==> src/rtl/sram_ctrl_pkg.sv <==
`default_nettype none
// +-----------------------------------------------------------------------+
// | sram_ctrl_pkg : states, default timing and counter sizing helper      |
// | Rev 1.0                                                               |
// +-----------------------------------------------------------------------+
package sram_ctrl_pkg;

  typedef enum logic [2:0] {
    ST_IDLE   = 3'd0,
    ST_SETUP  = 3'd1,
    ST_PULSE  = 3'd2,
    ST_HOLD   = 3'd3,
    ST_VSETUP = 3'd4,
    ST_VPULSE = 3'd5,
    ST_VHOLD  = 3'd6
  } state_t;

  localparam int DEF_ADDR_W    = 7;
  localparam int DEF_DATA_W    = 8;
  localparam int DEF_SETUP_CYC = 1;
  localparam int DEF_PULSE_CYC = 2;
  localparam int DEF_HOLD_CYC  = 1;

  function automatic int cnt_width(input int s, input int p, input int h);
    int m;
    m = (s > p) ? s : p;
    m = (m > h) ? m : h;
    return $clog2(m) + 1;
  endfunction

  localparam int CNT_W = cnt_width(DEF_SETUP_CYC, DEF_PULSE_CYC, DEF_HOLD_CYC);

endpackage
`default_nettype wire

==> src/rtl/sram_ctrl_if.sv <==
`default_nettype none
// +-----------------------------------------------------------------------+
// | sram_ctrl_if : request/response bus between arbiter and sram_ctrl     |
// | Rev 1.0                                                               |
// +-----------------------------------------------------------------------+
interface sram_ctrl_if #(
  parameter int ADDR_W = 7,
  parameter int DATA_W = 8
);
  logic              req_valid;
  logic              req_ready;
  logic              req_we;
  logic [ADDR_W-1:0] req_addr;
  logic [DATA_W-1:0] req_wdata;
  logic              rsp_valid;
  logic [DATA_W-1:0] rsp_rdata;
  logic              rsp_err;

  modport master (
    output req_valid, req_we, req_addr, req_wdata,
    input  req_ready, rsp_valid, rsp_rdata, rsp_err
  );

  modport slave (
    input  req_valid, req_we, req_addr, req_wdata,
    output req_ready, rsp_valid, rsp_rdata, rsp_err
  );
endinterface
`default_nettype wire

==> src/rtl/sram_ctrl_timer.sv <==
`default_nettype none
// +-----------------------------------------------------------------------+
// | sram_ctrl_timer : loadable down-counter, o_done while count is zero   |
// | Rev 1.0                                                               |
// +-----------------------------------------------------------------------+
module sram_ctrl_timer #(
  parameter int W = 2
) (
  input  wire logic         clk,
  input  wire logic         rst_n,
  input  wire logic         i_load,
  input  wire logic [W-1:0] i_val,
  output logic              o_done
);
  logic [W-1:0] r_cnt;

  always_ff @(posedge clk or negedge rst_n) begin
    if (!rst_n) begin
      r_cnt <= '0;
    end else if (i_load) begin
      r_cnt <= i_val;
    end else if (r_cnt != '0) begin
      r_cnt <= r_cnt - 1'b1;
    end
  end

  assign o_done = (r_cnt == '0);
endmodule
`default_nettype wire

==> src/rtl/sram_ctrl.sv <==
`default_nettype none
// +-----------------------------------------------------------------------+
// | sram_ctrl : sequences A/CE#/OE#/WR#/DIO enable for async sram128x8$.  |
// | Option SRAM_CTRL_VERIFY_EN: read-back verify after each write.        |
// | Rev 1.0                                                               |
// +-----------------------------------------------------------------------+
module sram_ctrl
  import sram_ctrl_pkg::*;
#(
  parameter int ADDR_W    = DEF_ADDR_W,
  parameter int DATA_W    = DEF_DATA_W,
  parameter int SETUP_CYC = DEF_SETUP_CYC,
  parameter int PULSE_CYC = DEF_PULSE_CYC,
  parameter int HOLD_CYC  = DEF_HOLD_CYC
) (
  input  wire logic              clk,
  input  wire logic              rst_n,
  sram_ctrl_if.slave             bus,
  output logic [ADDR_W-1:0]      sram_a,
  output logic [DATA_W-1:0]      sram_dout,
  output logic                   sram_dout_en,
  input  wire logic [DATA_W-1:0] sram_din,
  output logic                   sram_ce_n,
  output logic                   sram_oe_n,
  output logic                   sram_wr_n
);
  localparam int c_CNT_W = cnt_width(SETUP_CYC + 1, PULSE_CYC, HOLD_CYC);
  localparam logic [c_CNT_W-1:0] c_LD_SETUP = c_CNT_W'(SETUP_CYC - 1);
  localparam logic [c_CNT_W-1:0] c_LD_PULSE = c_CNT_W'(PULSE_CYC - 1);
  localparam logic [c_CNT_W-1:0] c_LD_HOLD  = c_CNT_W'(HOLD_CYC - 1);
`ifdef SRAM_CTRL_VERIFY_EN
  // One extra setup cycle on the verify read gives DIO a turnaround after the write drive.
  localparam logic [c_CNT_W-1:0] c_LD_VSETUP = c_CNT_W'(SETUP_CYC);
`endif

  state_t              r_state, w_state_nxt;
  logic [ADDR_W-1:0]   r_a, w_a_nxt;
  logic [DATA_W-1:0]   r_dout, w_dout_nxt;
  logic [DATA_W-1:0]   r_rdata, w_rdata_nxt;
  logic                r_we, w_we_nxt;
  logic                r_dout_en, w_dout_en_nxt;
  logic                r_ce_n, w_ce_n_nxt;
  logic                r_oe_n, w_oe_n_nxt;
  logic                r_wr_n, w_wr_n_nxt;
  logic                r_rsp_valid, w_rsp_valid_nxt;
  logic                w_load;
  logic [c_CNT_W-1:0]  w_load_val;
  logic                w_done;
`ifdef SRAM_CTRL_VERIFY_EN
  logic                r_err, w_err_nxt;
`endif

  sram_ctrl_timer #(.W(c_CNT_W)) u_timer (
    .clk    (clk),
    .rst_n  (rst_n),
    .i_load (w_load),
    .i_val  (w_load_val),
    .o_done (w_done)
  );

  always_comb begin
    w_state_nxt     = r_state;
    w_a_nxt         = r_a;
    w_dout_nxt      = r_dout;
    w_rdata_nxt     = r_rdata;
    w_we_nxt        = r_we;
    w_dout_en_nxt   = r_dout_en;
    w_ce_n_nxt      = r_ce_n;
    w_oe_n_nxt      = r_oe_n;
    w_wr_n_nxt      = r_wr_n;
    w_rsp_valid_nxt = 1'b0;
    w_load          = 1'b0;
    w_load_val      = '0;
`ifdef SRAM_CTRL_VERIFY_EN
    w_err_nxt       = r_err;
`endif
    case (r_state)
      ST_IDLE: begin
        if (bus.req_valid) begin
          w_state_nxt   = ST_SETUP;
          w_load        = 1'b1;
          w_load_val    = c_LD_SETUP;
          w_a_nxt       = bus.req_addr;
          w_dout_nxt    = bus.req_wdata;
          w_we_nxt      = bus.req_we;
          w_ce_n_nxt    = 1'b0;
          w_dout_en_nxt = bus.req_we;
        end
      end
      ST_SETUP: begin
        if (w_done) begin
          w_state_nxt = ST_PULSE;
          w_load      = 1'b1;
          w_load_val  = c_LD_PULSE;
          if (r_we) begin
            w_wr_n_nxt = 1'b0;
          end else begin
            w_oe_n_nxt    = 1'b0;
            w_dout_en_nxt = 1'b0;
          end
        end
      end
      ST_PULSE: begin
        if (w_done) begin
          w_state_nxt = ST_HOLD;
          w_load      = 1'b1;
          w_load_val  = c_LD_HOLD;
          w_wr_n_nxt  = 1'b1;
          w_oe_n_nxt  = 1'b1;
          if (!r_we) begin
            w_rdata_nxt = sram_din;
          end
        end
      end
      ST_HOLD: begin
        if (w_done) begin
`ifdef SRAM_CTRL_VERIFY_EN
          if (r_we) begin
            w_state_nxt   = ST_VSETUP;
            w_load        = 1'b1;
            w_load_val    = c_LD_VSETUP;
            w_dout_en_nxt = 1'b0;
          end else begin
            w_state_nxt     = ST_IDLE;
            w_ce_n_nxt      = 1'b1;
            w_dout_en_nxt   = 1'b0;
            w_rsp_valid_nxt = 1'b1;
            w_err_nxt       = 1'b0;
          end
`else
          w_state_nxt     = ST_IDLE;
          w_ce_n_nxt      = 1'b1;
          w_dout_en_nxt   = 1'b0;
          w_rsp_valid_nxt = 1'b1;
`endif
        end
      end
`ifdef SRAM_CTRL_VERIFY_EN
      ST_VSETUP: begin
        if (w_done) begin
          w_state_nxt = ST_VPULSE;
          w_load      = 1'b1;
          w_load_val  = c_LD_PULSE;
          w_oe_n_nxt  = 1'b0;
        end
      end
      ST_VPULSE: begin
        if (w_done) begin
          w_state_nxt = ST_VHOLD;
          w_load      = 1'b1;
          w_load_val  = c_LD_HOLD;
          w_oe_n_nxt  = 1'b1;
          w_err_nxt   = (sram_din != r_dout);
        end
      end
      ST_VHOLD: begin
        if (w_done) begin
          w_state_nxt     = ST_IDLE;
          w_ce_n_nxt      = 1'b1;
          w_rsp_valid_nxt = 1'b1;
        end
      end
`endif
      default: begin
        w_state_nxt   = ST_IDLE;
        w_ce_n_nxt    = 1'b1;
        w_oe_n_nxt    = 1'b1;
        w_wr_n_nxt    = 1'b1;
        w_dout_en_nxt = 1'b0;
      end
    endcase
  end

  always_ff @(posedge clk or negedge rst_n) begin
    if (!rst_n) begin
      r_state     <= ST_IDLE;
      r_a         <= '0;
      r_dout      <= '0;
      r_rdata     <= '0;
      r_we        <= 1'b0;
      r_dout_en   <= 1'b0;
      r_ce_n      <= 1'b1;
      r_oe_n      <= 1'b1;
      r_wr_n      <= 1'b1;
      r_rsp_valid <= 1'b0;
    end else begin
      r_state     <= w_state_nxt;
      r_a         <= w_a_nxt;
      r_dout      <= w_dout_nxt;
      r_rdata     <= w_rdata_nxt;
      r_we        <= w_we_nxt;
      r_dout_en   <= w_dout_en_nxt;
      r_ce_n      <= w_ce_n_nxt;
      r_oe_n      <= w_oe_n_nxt;
      r_wr_n      <= w_wr_n_nxt;
      r_rsp_valid <= w_rsp_valid_nxt;
    end
  end

`ifdef SRAM_CTRL_VERIFY_EN
  always_ff @(posedge clk or negedge rst_n) begin
    if (!rst_n) begin
      r_err <= 1'b0;
    end else begin
      r_err <= w_err_nxt;
    end
  end
  assign bus.rsp_err = r_err;
`else
  assign bus.rsp_err = 1'b0;
`endif

  assign bus.req_ready = (r_state == ST_IDLE);
  assign bus.rsp_valid = r_rsp_valid;
  assign bus.rsp_rdata = r_rdata;
  assign sram_a        = r_a;
  assign sram_dout     = r_dout;
  assign sram_dout_en  = r_dout_en;
  assign sram_ce_n     = r_ce_n;
  assign sram_oe_n     = r_oe_n;
  assign sram_wr_n     = r_wr_n;
endmodule
`default_nettype wire

==> src/flat_wrapper.sv <==
// flat-port wrapper written by rule: the top's interface ports become plain ports
module sram_ctrl_flat import sram_ctrl_pkg::*;
#(
  parameter int ADDR_W    = DEF_ADDR_W,
  parameter int DATA_W    = DEF_DATA_W,
  parameter int SETUP_CYC = DEF_SETUP_CYC,
  parameter int PULSE_CYC = DEF_PULSE_CYC,
  parameter int HOLD_CYC  = DEF_HOLD_CYC
)
  (clk, rst_n, sram_a, sram_dout, sram_dout_en, sram_din, sram_ce_n, sram_oe_n, sram_wr_n, bus_req_valid, bus_req_we, bus_req_addr, bus_req_wdata, bus_req_ready, bus_rsp_valid, bus_rsp_rdata, bus_rsp_err);
  sram_ctrl_if #(.ADDR_W(ADDR_W), .DATA_W(DATA_W)) bus_i ();
  input  wire logic clk;
  input  wire logic rst_n;
  output logic [ADDR_W-1:0] sram_a;
  output logic [DATA_W-1:0] sram_dout;
  output logic sram_dout_en;
  input  wire logic [DATA_W-1:0] sram_din;
  output logic sram_ce_n;
  output logic sram_oe_n;
  output logic sram_wr_n;
  input wire logic [$bits(bus_i.req_valid)-1:0] bus_req_valid;
  input wire logic [$bits(bus_i.req_we)-1:0] bus_req_we;
  input wire logic [$bits(bus_i.req_addr)-1:0] bus_req_addr;
  input wire logic [$bits(bus_i.req_wdata)-1:0] bus_req_wdata;
  output wire logic [$bits(bus_i.req_ready)-1:0] bus_req_ready;
  output wire logic [$bits(bus_i.rsp_valid)-1:0] bus_rsp_valid;
  output wire logic [$bits(bus_i.rsp_rdata)-1:0] bus_rsp_rdata;
  output wire logic [$bits(bus_i.rsp_err)-1:0] bus_rsp_err;
  assign bus_i.req_valid = bus_req_valid;
  assign bus_i.req_we = bus_req_we;
  assign bus_i.req_addr = bus_req_addr;
  assign bus_i.req_wdata = bus_req_wdata;
  assign bus_req_ready = bus_i.req_ready;
  assign bus_rsp_valid = bus_i.rsp_valid;
  assign bus_rsp_rdata = bus_i.rsp_rdata;
  assign bus_rsp_err = bus_i.rsp_err;
  sram_ctrl #(.ADDR_W(ADDR_W), .DATA_W(DATA_W), .SETUP_CYC(SETUP_CYC), .PULSE_CYC(PULSE_CYC), .HOLD_CYC(HOLD_CYC)) u_core (.clk(clk), .rst_n(rst_n), .bus(bus_i), .sram_a(sram_a), .sram_dout(sram_dout), .sram_dout_en(sram_dout_en), .sram_din(sram_din), .sram_ce_n(sram_ce_n), .sram_oe_n(sram_oe_n), .sram_wr_n(sram_wr_n));
endmodule
==> config.mk <==
export PLATFORM = sky130hd
export DESIGN_NAME = sram_ctrl_flat
export DESIGN_NICKNAME = d
export VERILOG_FILES = /design/src/rtl/sram_ctrl_pkg.sv /design/src/rtl/sram_ctrl_if.sv /design/src/rtl/sram_ctrl_timer.sv /design/src/rtl/sram_ctrl.sv /design/src/flat_wrapper.sv
export SDC_FILE = /design/constraint.sdc
export NUM_CORES = 1
export LEC_CHECK = 0
export ABC_AREA = 1
export CORE_MARGIN = 4
export CORE_UTILIZATION = 44
export DETAILED_ROUTE_END_ITERATION = 10
export PLACE_DENSITY = 0.76
export SKIP_CTS_REPAIR_TIMING = 1
export SYNTH_ARGS = -nofsm -noshare
export SYNTH_HDL_FRONTEND = slang
export SYNTH_SLANG_ARGS = --single-unit
==> constraint.sdc <==
create_clock -name clk -period 2 [get_ports clk]
set_input_delay 0.4 -clock clk [delete_from_list [all_inputs] [get_ports clk]]
set_output_delay 0.4 -clock clk [all_outputs]
set_load 0.03 [all_outputs]
### Word level (Yosys, flattened, before mapping)

Cells that the tools add are included.
W data, S select, Z words.

| word-level totals | value |
|---|---|
| flip-flop bits (word level) | 34 |
| output and inout port bits | 30 |

| cells by class | value |
|---|---|
| add/subtract/negate cells | 1 |
| equal/unequal tests | 9 |
| multiplexer cells | 25 |
| bitwise operators | 4 |
| reductions and logical operators | 13 |

Operator list:

| operator | number |
|---|---|
| $mux W1 | 12 |
| $mux W3 | 4 |
| $pmux W3 S4 | 1 |
| $reduce_and A4 Y1 | 3 |
| $ne A2 B2 Y1 const B | 5 |
| $pmux W1 S3 | 3 |
| $eq A3 B2 Y1 const B | 2 |
| $mux W2 | 3 |
| $reduce_and A3 Y1 | 2 |
| $reduce_and A5 Y1 | 1 |
| $not A1 Y1 | 4 |
| $pmux W1 S4 | 1 |
| $reduce_bool A2 Y1 | 2 |
| $reduce_or A2 Y1 | 2 |
| $eq A3 B1 Y1 const B | 1 |
| $logic_not A3 Y1 | 1 |
| $logic_not A2 Y1 | 1 |
| $ne A2 B1 Y1 const B | 1 |
| $pmux W1 S2 | 1 |
| $reduce_and A2 Y1 | 1 |
| $sub A2 B1 Y2 const B | 1 |

### Depth between registers and ports, before layout

Gate-level depths: netlist of run 1.

| logic depth | value |
|---|---|
| depth after elaboration | 4 |
| gate-level depth with buffers | 9 |
| depth with buffers taken out | 9 |

### Hierarchy

From an unflattened synthesis of run 1, not the netlist that was laid out.

| second synthesis, totals | value |
|---|---|
| cells, all modules | 176 |
| area, all modules | 1569.0 sq um |

Modules (own cells, without submodules):

| module | times used | cells an instance | area each (sq um) |
|---|---|---|---|
| sram_ctrl | 1 | 159 | 1448.9 |
| sram_ctrl_timer | 1 | 17 | 120.1 |

### Worst setup path after synthesis of run 1

OpenSTA, ideal clock, no wires.

| path | value |
|---|---|
| kind | register to register |
| from | register u_core.r_state[0] |
| to | register u_core.r_we |
| library setup time | 125 ps |
| data arrival time | 1278 ps |
| data required time | 1875 ps |
| path slack | 597 ps |
| stages on the path, launching flop included | 6 |
| clock period less this slack | 1403 ps |
| cells stage by stage | dfrtp_1 -> inv_1 -> ha_1 -> nand2_4 -> buf_12 -> mux2_4 |

| between the ends | value |
|---|---|
| longest elaborated chain between the ends | 2 |

Ends and longest elaborated chain:

| what | RTL line | source |
|---|---|---|
| start, declared | sram_ctrl.sv:36 | `state_t r_state, w_state_nxt;` |
| start signal, assigned | sram_ctrl.sv:187 | `r_state <= w_state_nxt;` |
| $logic_not A3 Y1 | sram_ctrl.sv:77 | `case (r_state)` |
| $reduce_and A2 Y1 (no line) | -- |  |
| end signal, assigned | sram_ctrl.sv:191 | `r_we <= w_we_nxt;` |
| end, declared | sram_ctrl.sv:40 | `logic r_we, w_we_nxt;` |

Every way passes these cells.
A chain may end at the register's enable or synchronous reset.

### Worst setup path in the final report of run 1

| path | value |
|---|---|
| from | register u_core.r_ce_n (netlist: u_core.sram_ce_n) |
| to | output port sram_ce_n |

RTL lines:

| what | RTL line | source |
|---|---|---|
| start, declared | sram_ctrl.sv:42 | `logic r_ce_n, w_ce_n_nxt;` |
| start signal, assigned | sram_ctrl.sv:193 | `r_ce_n <= w_ce_n_nxt;` |
| end, declared | flat_wrapper.sv:18 | `output logic sram_ce_n;` |

No word-level cell between the ends.

==> metrics.yaml, run 1 <==
status: "finished clean"
drt_iter0_drc: 77
fin_area_um2: 2240
ios: 57
clk_latency_ns: 0.33
cts_inserted_buffers: 5
synth_warnings: 0
finalWirelength_um: 3170
die_w_um: 67.8
nNetsFinal: 246
synth_ff_type: "dfrtp_1"
cts_tree: "built"
fin_tns_setup_ns: 0
grt.met3_usage_pct: 4.83
clk_pin_slew_ns: 0.10
grt-ovfl-total: 0
hpwl_um: 2490
synth_area_um2: 1570
rsz0062_at_grt: "false"
synth_cell_types: 24
htree_levels: 2
post-place-ws_ns: 0.206
routedWlPerCell_um: 12.3
worstSetupPathType: "reg -> out"
required_ns: 1.60
postSynthCellCount: 151
avgViaCountPerCell: 4.45
endpoint_kind: "output pin"
seq_area_frac_synth_pct: 52.8
max_freq_ghz: 0.519
maxCapViolCount: 0
n_antenna_cell: 0
critical-path-slowest-cell: "clkdlybuf4s50_1"
drv_slew: 0
rrSetupSlack_ns: 0.44
syn2layout_area_growth_pct: 42.7
synth_nets: 186
synthMuxAreaShare_pct: 13.6
met1_usage_pct: 17.8
finalCritPeriodShare_pct: 96.3
synth_top_family_by_area: "multiplexers"
power.density_nw_per_um2: 1860
hold_violations: 0
drc_errors: 0
ys_seq_elements: 33
grt_use_total_pct: 15.8
cp_max_fo: 2
slowest_delay_ns: 0.66
arrival_ns: 1.53
post_dp_cell_area_um2: 2150
cts_root_buffer: "clkbuf_4"
synth-xor-area-share_pct: 0.557
critPathTopFamily: "buffers and inverters"
grtUsageMet2_pct: 26.0
setup_viol: 0
grt_pass1_wl_um: 5290
synth_fa_ha_area_share_pct: 6.37
drive_above_1_share_pct: 15.6
path_buf_inv: 1
crit_path_cell_trace: "clkdlybuf4s50_1"
finalCoreUtilization_pct: 66.1
dieArea_um2: 4590
gp_congestion: 0.927
finClkSkew_ns: 0.00864
synth_edf_count: 0
synth_compound_area_share_pct: 4.86
via_count: 1149
grt_busiest_layer: "met2"
start_kind: "register"
cts.path.max_buffers: 2
port_buffers: 55
core_um2: 3390
hp-class: "in -> async"
die_h_um: 67.8
syn_avg_cell_area_um2: 10.4
antenna_found_initial: 0
p_leak_nw: 1.13
clock_sinks: 33
rows: 21
peakVddDrop_uv: 747
synthArstFlopShare_pct: 100
fillerInstances: 253
synth_simple_gate_area_share_pct: 13.1
grt_max_degree: 34
grt_pass1_vias: 1179
initial_core_util_pct: 46.4
antenna_left: 0
min_period_ns: 1.93
final.setup.worst_slack_ns: 0.0745
firstDrtPassIters: 4
==> cells by family after synthesis <==
logic type / Yosys count
compound gates: 14
xor+xnor: 1
fa+ha+maj: 8
buf+inv: 30
flops: 33
mux: 16
other cells: 1
simple gates: 48
==> power by group <==
| part | leakage (nW) | switching, W | internal, W | total [W] |
|---|---|---|---|---|
| clock | 0.0455 | 0.000216 | 0.000298 | 0.000515 |
| sequential | 0.394 | 0.000191 | 0.00103 | 0.00122 |
| combinational | 0.693 | 0.00137 | 0.00106 | 0.00242 |
==> path summary, 6_finish.rpt <==
check,from,end,depth (start not counted)
max reg2reg,u_core.r_state[0]$_DFFE_PN0P_,u_core.sram_a[5]$_DFFE_PN0P_,4
min reg2reg,u_core.sram_wr_n$_DFFE_PN1P_,u_core.sram_wr_n$_DFFE_PN1P_,2
min,rst_n,u_core.sram_dout_en$_DFFE_PN0P_,2
min in group clk,u_core.sram_wr_n$_DFFE_PN1P_,u_core.sram_wr_n$_DFFE_PN1P_,2
max,u_core.sram_ce_n$_DFFE_PN1P_,sram_ce_n,1
max in group asynchronous,rst_n,u_core.sram_oe_n$_DFFE_PN1P_,2
==> metal layers <==
metal  vias to the layer above  part of all wire, %
li1                        586                    -
met4                         0                  2.0
met1                       525                   40
met5                         -                    0
met3                         5                  6.2
met2                        33                   52
==> worst register-to-register path, delay by kind of cell (launching register included) <==
kind | cells | cell delay [ns]
flip-flops | 1 | 0.44
buffers and inverters | 1 | 0.11
AND/OR/NAND/NOR | 1 | 0.26
adder cells (fa/ha/maj) | 1 | 0.26
multiplexers | 1 | 0.38
==> state kept, by name (all words and copies together), names as in the netlist <==
signal	cells
u_core.bus.rsp_rdata	8
u_core.bus.rsp_valid	1
u_core.r_state	2
u_core.r_we	1
u_core.sram_a	7
u_core.sram_ce_n	1
u_core.sram_dout	8
u_core.sram_dout_en	1
u_core.sram_oe_n	1
u_core.sram_wr_n	1
u_core.u_timer.r_cnt	2
==> cell usage in the layout, fill, tap and decap left out, types with 3 or more instances in the layout <==
cell type / count
mux2_2: 7
dfrtp_1: 30
mux2_4: 9
nand3_1: 4
nand2_1: 38
dfstp_2: 3
clkdlybuf4s50_1: 54
clkbuf_4: 5
ha_1: 8
o21ai_0: 8
inv_2: 3
inv_1: 24
==> synthesized netlist by cell type, types with 3 or more instances <==
| master | n | area [um2] |
|---|---|---|
| dfstp_2 | 3 | 78.8 |
| mux2_2 | 7 | 78.8 |
| dfrtp_1 | 30 | 751 |
| o21ai_0 | 8 | 40.0 |
| inv_2 | 3 | 11.3 |
| inv_1 | 24 | 90.1 |
| nand3_1 | 4 | 20.0 |
| ha_1 | 8 | 100 |
| mux2_4 | 9 | 135 |
| nand2_1 | 38 | 143 |
==> final cells by class <==
type	count	area, um2	area share [%]
Clock buffer	7	55.1	2.46
Clock inverter	1	30.0	1.34
Inverter	27	101	4.52
Multi-Input combinational cell	88	608	27.1
Sequential cell	33	830	37.0
Tap cell	46	57.6	2.57
Timing Repair Buffer	56	561	25.0
==> per-stage QoR <==
step	hold WS, ns	cells	total power [W]
after global placement	0.449	250	0.00360
final	0.451	258	0.00416
after detailed placement	0.452	250	0.00367
after global routing	0.464	258	0.00447
after floorplan	0.104	151	0.00284
after CTS	0.448	258	0.00420
Power figures use the tool's default switching activity.
==> inputs of run 2 (changes only) <==
- GPL_TIMING_DRIVEN: unset -> 0
==> run 2 against run 1 <==
Effect of this change: clock skew is 0.0020 ns higher; design area is 0.89% higher; clock power barely moved; sequential power hardly changed; power increased by 1.5%; worst setup slack worse by 0.0015 ns; global-route usage fell by 0.11 points; utilization up 0.59 points; routed wire length increased by 5.9%; non-clock buffer count grew 2; maximum frequency about the same; critical endpoint is now sram_wr_n; largest cell class unchanged.
==> metrics.yaml, run 2 (synthesis results as in run 1) <==
initial_core_util_pct: 46.4  # unchanged
finClkSkew_ns: 0.0106  # +0.00196 ns
grt_pass1_vias: 1232  # +4.5%
worst_pin_slew_ns: 0.707
drv_slew: 0  # unchanged
dieArea_um2: 4590  # unchanged
clk_pin_slew_ns: 0.11  # about the same
finalCritPeriodShare_pct: 96.3  # about the same
core_um2: 3390  # unchanged
via_count: 1190  # +3.6%
gp_congestion: 0.855  # -7.7%
drc_errors: 0  # unchanged
fillerInstances: 267  # +5.5%
cts_root_buffer: "clkbuf_4"
status: "finished clean"
n_antenna_cell: 0  # unchanged
power.density_nw_per_um2: 1870  # +0.56%
fin_tns_setup_ns: 0  # unchanged
die_w_um: 67.8  # unchanged
setup_viol: 0  # unchanged
cts_tree: "built"
ios: 57  # unchanged
fin_area_um2: 2260  # +0.89%
peakVddDrop_uv: 1120  # +49%
drive_above_1_share_pct: 16.8  # +1.3 points
cts_inserted_buffers: 5  # unchanged
arrival_ns: 1.53  # about the same
start_kind: "register"
clk_latency_ns: 0.33  # about the same
finalCoreUtilization_pct: 66.7  # +0.59 points
nNetsFinal: 248  # +0.81%
grt_use_total_pct: 15.7  # -0.11 points
grt-ovfl-total: 0  # unchanged
critical-path-slowest-cell: "clkdlybuf4s50_1"
routedWlPerCell_um: 12.9  # +5.0%
required_ns: 1.60  # about the same
antenna_left: 0  # unchanged
firstDrtPassIters: 4  # unchanged
maxCapViolCount: 0  # unchanged
rsz0062_at_grt: "false"
die_h_um: 67.8  # unchanged
final.setup.worst_slack_ns: 0.0730  # -0.00151 ns
critPathTopFamily: "buffers and inverters"
grt_pass1_wl_um: 5310  # +0.40%
rows: 21  # unchanged
cts.path.max_buffers: 2  # unchanged
clock_sinks: 33  # unchanged
antenna_found_initial: 0  # unchanged
hp-class: "in -> async"
htree_levels: 2  # unchanged
grt_max_degree: 34  # unchanged
max_freq_ghz: 0.519  # about the same
p_leak_nw: 1.15  # +1.2%
cp_max_fo: 2  # unchanged
slew_headroom_pct: 52.9
crit_path_cell_trace: "clkdlybuf4s50_1"
post_dp_cell_area_um2: 2180  # +1.2%
hold_violations: 0  # unchanged
hold_ws_ns: 0.107  # -0.344 ns
port_buffers: 55  # unchanged
final_common_cell: "clkdlybuf4s50_1"
slowest_delay_ns: 0.67  # about the same
syn2layout_area_growth_pct: 43.9
mostFrequentLayoutCells: "clkdlybuf4s50_1, nand2_1, dfrtp_1"
min_period_ns: 1.93  # +0.00151 ns
post-place-ws_ns: -0.130  # -0.337 ns
drt_iter0_drc: 36  # -53%
worstSetupPathType: "reg -> out"
avgViaCountPerCell: 4.58  # +2.8%
path_buf_inv: 1  # unchanged
hpwl_um: 2660  # +6.8%
finalWirelength_um: 3360  # +5.9%
endpoint_kind: "output pin"
==> run 2: changes by cell type in the layout (fill, tap and decap cells not counted) <==
cell / previous run / this run
buf_2: 0 / 2
buf_12: 0 / 1
clkdlybuf4s50_1: 54 / 53
==> run 2: final timing paths <==
check                                                   start  slack, ns  cells after the start                                  end
worst max register to register  u_core.r_state[0]$_DFFE_PN0P_       0.45                      5      u_core.sram_dout[7]$_DFFE_PN0P_
min in group clk                 u_core.sram_oe_n$_DFFE_PN1P_       0.47                      2         u_core.sram_oe_n$_DFFE_PN1P_
worst max-delay path             u_core.sram_wr_n$_DFFE_PN1P_       0.07                      1                            sram_wr_n
worst min-delay path                                    rst_n       0.11                      1              u_core.r_we$_DFFE_PN0P_
worst min register to register   u_core.sram_oe_n$_DFFE_PN1P_       0.47                      2         u_core.sram_oe_n$_DFFE_PN1P_
max in group asynchronous                               rst_n       1.43                      1  u_core.bus.rsp_rdata[0]$_DFFE_PN0P_
==> run 2: power breakdown <==
part	leakage (nW)	switching (W)	internal [W]	total, W
Clock	0.0455	0.000215	0.000299	0.000514
Combinational	0.706	0.00140	0.00109	0.00249
Sequential	0.394	0.000192	0.00103	0.00122
Total	1.15	0.00180	0.00242	0.00422
==> run 2: cell type report <==
cell class	instances	area, um2	share of cell area [%]
Buffer	3	32.5	1.44
Clock buffer	7	55.1	2.43
Clock inverter	1	30.0	1.33
Inverter	27	101	4.48
Multi-Input combinational cell	88	608	26.9
Sequential cell	33	830	36.7
Tap cell	46	57.6	2.54
Timing Repair Buffer	55	548	24.2
==> run 2: metrics by stage <==
| stage | cells | total power, W |
|---|---|---|
| global placement | 252 | 0.00367 |
| detailed placement | 252 | 0.00375 |
| global route | 260 | 0.00450 |
| CTS | 260 | 0.00428 |
| floorplan | 151 | 0.00284 |
| finish | 260 | 0.00422 |
==> run 2: metal layers <==
| layer | up-vias | global-route usage [%] | wire length [um] |
|---|---|---|---|
| met5 | - | 0 | 0 |
| met4 | 0 | 7.59 | 42 |
| met3 | 5 | 3.66 | 170 |
| met2 | 37 | 26.2 | 1750 |
| met1 | 562 | 18.9 | 1390 |
| li1 | 586 | - | - |
==> run 2: worst register-to-register path, cell delays in order (launching register included) <==
cell	delay (ns)
dfrtp_1	0.44
inv_1	0.11
ha_1	0.27
nand2_4	0.16
buf_12	0.17
mux2_4	0.30
